<file path="src/rtl/sar_adc_ctrl.sv">
// Successive-approximation ADC controller: drives DAC trial codes, samples the comparator, returns the code.
// Optional SAR_ADC_CTRL_AVG_EN: four conversions per start, result is their truncated average.
module sar_adc_ctrl #(
    parameter int WIDTH         = 8,
    parameter int SETTLE_CYCLES = 1
) (
    input  logic             clk,
    input  logic             rst,
    input  logic             start_i,
    input  logic             cmp_i,
    output logic             sample_o,
    output logic [WIDTH-1:0] dac_code_o,
    output logic             busy_o,
    output logic             done_o,
    output logic [WIDTH-1:0] result_o
);

    localparam int IW = (WIDTH > 1) ? $clog2(WIDTH) : 1;
    localparam logic [WIDTH-1:0] ONE = {{(WIDTH-1){1'b0}}, 1'b1};
    localparam logic [3:0]       SETTLE_LD = 4'(SETTLE_CYCLES);

    typedef enum logic [2:0] {IDLE, SAMPLE, TRIAL, ACCUM, DONE} state_t;

    state_t           state, state_n;
    logic [IW-1:0]    idx, idx_n;
    logic [3:0]       cnt, cnt_n;
    logic [WIDTH-1:0] dac_n, result_n, mask, code_dec;
    logic             sample_n, busy_n, done_n;
`ifdef SAR_ADC_CTRL_AVG_EN
    logic [WIDTH+1:0] acc, acc_n;
    logic [1:0]       conv, conv_n;
`endif

    always_ff @(posedge clk) begin
        if (rst) begin
            state      <= IDLE;
            idx        <= IW'(WIDTH-1);
            cnt        <= 4'd0;
            dac_code_o <= '0;
            result_o   <= '0;
            sample_o   <= 1'b0;
            busy_o     <= 1'b0;
            done_o     <= 1'b0;
`ifdef SAR_ADC_CTRL_AVG_EN
            acc        <= '0;
            conv       <= 2'd0;
`endif
        end else begin
            state      <= state_n;
            idx        <= idx_n;
            cnt        <= cnt_n;
            dac_code_o <= dac_n;
            result_o   <= result_n;
            sample_o   <= sample_n;
            busy_o     <= busy_n;
            done_o     <= done_n;
`ifdef SAR_ADC_CTRL_AVG_EN
            acc        <= acc_n;
            conv       <= conv_n;
`endif
        end
    end

    always_comb begin
        state_n  = state;
        idx_n    = idx;
        cnt_n    = cnt;
        dac_n    = dac_code_o;
        result_n = result_o;
        sample_n = 1'b0;
        busy_n   = busy_o;
        done_n   = 1'b0;
`ifdef SAR_ADC_CTRL_AVG_EN
        acc_n    = acc;
        conv_n   = conv;
`endif
        mask     = ONE << idx;
        // Bit under test survives only if the input is at or above the trial level
        code_dec = cmp_i ? dac_code_o : (dac_code_o & ~mask);

        case (state)
            IDLE: begin
                if (start_i) begin
                    state_n  = SAMPLE;
                    sample_n = 1'b1;
                    busy_n   = 1'b1;
                    dac_n    = '0;
`ifdef SAR_ADC_CTRL_AVG_EN
                    acc_n    = '0;
                    conv_n   = 2'd0;
`endif
                end
            end
            SAMPLE: begin
                dac_n   = ONE << (WIDTH-1);
                cnt_n   = SETTLE_LD;
                idx_n   = IW'(WIDTH-1);
                state_n = TRIAL;
            end
            TRIAL: begin
                if (cnt != 4'd0) begin
                    cnt_n = cnt - 4'd1;
                end else if (idx != '0) begin
                    dac_n = code_dec | (mask >> 1);
                    cnt_n = SETTLE_LD;
                    idx_n = idx - 1'b1;
                end else begin
                    dac_n = code_dec;
`ifdef SAR_ADC_CTRL_AVG_EN
                    // The last conversion is summed in ACCUM so DONE sees the full total
                    if (conv == 2'd3) begin
                        state_n = ACCUM;
                    end else begin
                        acc_n    = acc + {2'b00, code_dec};
                        conv_n   = conv + 2'd1;
                        state_n  = SAMPLE;
                        sample_n = 1'b1;
                        dac_n    = '0;
                    end
`else
                    state_n = DONE;
`endif
                end
            end
            ACCUM: begin
`ifdef SAR_ADC_CTRL_AVG_EN
                acc_n = acc + {2'b00, dac_code_o};
`endif
                state_n = DONE;
            end
            DONE: begin
`ifdef SAR_ADC_CTRL_AVG_EN
                result_n = acc[WIDTH+1:2];
`else
                result_n = dac_code_o;
`endif
                done_n  = 1'b1;
                busy_n  = 1'b0;
                state_n = IDLE;
                // A start seen alongside completion chains straight into the next conversion
                if (start_i) begin
                    state_n  = SAMPLE;
                    sample_n = 1'b1;
                    busy_n   = 1'b1;
                    dac_n    = '0;
`ifdef SAR_ADC_CTRL_AVG_EN
                    acc_n    = '0;
                    conv_n   = 2'd0;
`endif
                end
            end
            default: state_n = IDLE;
        endcase
    end

endmodule

</file>
<file path="config.mk">
export PLATFORM = sky130hd
export DESIGN_NAME = sar_adc_ctrl
export DESIGN_NICKNAME = d
export VERILOG_FILES = /design/src/rtl/sar_adc_ctrl.sv
export SDC_FILE = /design/constraint.sdc
export NUM_CORES = 1
export LEC_CHECK = 0
export ABC_CLOCK_PERIOD_IN_PS = 1700
export CAP_MARGIN = 20
export CORE_MARGIN = 1.5
export CORE_UTILIZATION = 51
export DETAILED_ROUTE_END_ITERATION = 12
export GPL_TIMING_DRIVEN = 0
export PLACE_DENSITY = 0.78
export SLEW_MARGIN = 25
export SYNTH_ARGS = -nofsm -noshare
export SYNTH_HDL_FRONTEND = slang
export SYNTH_SLANG_ARGS = --single-unit
</file>
<file path="constraint.sdc">
create_clock -name clk -period 1.7 [get_ports clk]
set_input_delay 0.425 -clock clk [delete_from_list [all_inputs] [get_ports clk]]
set_output_delay 0.425 -clock clk [all_outputs]
set_load 0.005 [all_outputs]
</file>
==> flow_summary.ini <==
[status]
outcome = finished clean

[placement]
gp_congestion = 0.937
placed_cells = 201
io_buffers = 21
placed_area_sq_um = 1550
hpwl_um = 2150

[layout]
multi_input_area_sq_um = 688
antenna_cells = 0
final_area_sq_um = 1640
drive_gt1_share_pct = 12.4
nFillCells = 206
areaGrowthSynthToFinish_pct = 25.9
final_common_cell = nand2_1
regArea_sq_um = 584
layout_common_cells = nand2_1, dfxtp_1, clkdlybuf4s50_1
fin_nets = 187
layoutNonFillerInstCount = 208

[timing]
hold_viol = 0
setup_viol = 0
rsz0062_at_grt = true
finalMaxSlewViolations = 0
period_share_pct = 96.3
relSlewSlack_pct = 65.8
clock.fmax_mhz = 611
post-route-min-period_ns = 1.64
whs_ns = 0.314
clock_skew_ns = 0.00554
worst_slew_pin_slew_ns = 0.513

[clocking]
cts-resized-gates = 2
hold_buffers = 0
cts_buffers = 5
numClockSinks = 29
cts_buffer_depth = 2
h-tree-depth = 2
clk_pin_slew_ns = 0.09
cts_tree = yes
clk_latency_ns = 0.31
clk_root_buffer_cell = clkbuf_4
post_cts_buffers = 0

[floorplanning]
dieArea_sq_um = 2860
dieWidth_um = 53.5
die_h_um = 53.5
io_pins = 23
core-area_sq_um = 2430
fp-row-count = 18
initial_core_util_pct = 53.4

[critical_path]
worstReg2RegStart = cnt[0]
worstPathCellList = clkdlybuf4s50_1
cp_top_family = buffers and inverters
critPathSlowestCell = clkdlybuf4s50_1
crit_required_ns = 1.27
critical_path_class = reg -> out
r2r_slack_ns = 0.11
slowest_delay_ns = 0.52
worstPathArrival_ns = 1.21
cp-start-kind = register
end_kind = output pin
crit_buf_inv = 1
startpoint = dac_code_o[7]
crit_fanout = 3

[synth]
synth_nets = 159
ys_seq_elements = 29
synthCells = 150
synthDistinctLibCells = 38
ys_seq_area_share_pct = 44.7
synth.top_cell.area_share_pct = 44.7
synth_top_area_cell = dfxtp_1
avgSynthCellArea_sq_um = 8.66
synth_area_sq_um = 1300
synth_area_leaders = dfxtp_1, nand2_1, a21oi_1, ha_1, buf_6
synth_warnings = 0

[detailed_routing]
wl_per_cell_um = 14.1
drt_iter0_markers = 27
wl_um = 2940
vias = 1185
highest_layer = met4
met3_length_um = 180
wl_met1_um = 1290
drcViolationCount = 0
viasPerCell = 5.70
wl_met2_um = 1450
firstDrtPassIters = 4
drtAntennaViolNets = 0

[global_route]
grt_use_total_pct = 23.4
grt_overflow = 0
antenna_found_initial = 0
grt_max_degree = 11
grt_pass1_vias = 1083
grt_pass1_wl_um = 4720

[hold_path]
hold_path_class = in -> reg
hp-start = rst

[pwr]
power_density_nw_per_um2 = 784
power_leakage_nw = 0.583
vdd_ir_drop_max_uv = 675

[job]
drv_cap = 0
[logic make-up (layout without fill, tap and decap cells)]
family | Yosys count | in the layout | share of synthesized area, %
AO/OA/AOI/OAI | 37 | 37 | 18.2
buffers and inverters | 10 | 38 | 4.62
flip-flops | 29 | 29 | 44.7
AND/OR/NAND/NOR | 67 | 67 | 26.3
adder cells (fa/ha/maj) | 5 | 5 | 4.82
XOR/XNOR | 2 | 2 | 1.35
[registers in the layout (all words and copies together) (netlist names)]
signal,flops
result_o,8
sample_o,1
state,3
busy_o,1
dac_code_o,8
done_o,1
cnt,4
idx,3
[Yosys cell counts (all sizes together)]
master	number
a211oi	2
a21o	1
a21oi	17
a22oi	2
a31o	1
a31oi	1
a41oi	1
and2	1
and3	2
and4	1
buf	3
clkbuf	2
clkinv	1
dfxtp	29
ha	5
inv	4
nand2	31
nand2b	5
nand3	5
nand4	2
nor2	8
nor2b	2
nor3	2
nor3b	2
nor4	2
nor4b	1
o2111a	1
o211ai	2
o21ai	3
o22ai	1
o311ai	2
o31ai	1
o32ai	2
or2	1
or3b	1
or4	1
xnor2	2
[metal layers]
| metal | GRT usage (%) | up-vias |
|---|---|---|
| li1 | - | 592 |
| met1 | 27.7 | 544 |
| met2 | 38.1 | 47 |
| met3 | 6.21 | 2 |
| met4 | 12.4 | 0 |
| met5 | 0 | - |
[stage by stage]
| stage | utilization, % | power (mW) | setup slack, ns | TNS, ns |
|---|---|---|---|---|
| after global placement | 63.6 | 0.869 | 0.00936 | 0 |
| after floorplan | - | 0.826 | 0.190 | 0 |
| after detailed placement | 63.6 | 0.876 | -0.0149 | -0.0215 |
| after CTS | 66.3 | 1.28 | 0.0325 | 0 |
| after global routing | 67.2 | 1.34 | -0.00199 | -0.00199 |
| final | 67.2 | 1.28 | 0.0626 | 0 |
[power breakdown]
group,internal [mW],switching [mW]
sequential,0.695,0.0167
combinational,0.0674,0.0888
clock,0.195,0.218
[worst paths after layout]
kind / depth (start not counted) / endpoint
hold reg to reg: 2 / result_o[2]
setup reg to reg: 5 / idx[0]
setup / recovery: 1 / dac_code_o[7]
hold / removal: 2 / cnt[2]
[worst register-to-register path, stage by stage, from the launching register on]
cell and delay (ns):
dfxtp_1 0.32, buf_6 0.13, or4_4 0.52, nor3_2 0.30, xnor2_1 0.15, nand2_1 0.07
[layout make-up]
type,count,area share (%)
Clock buffer,7,3.37
Timing Repair Buffer,21,12.9
Sequential cell,29,35.7
Multi-Input combinational cell,111,42.1
Inverter,5,1.15
Tap cell,30,2.30
Buffer,5,2.52
Power figures use the tool's default switching activity.
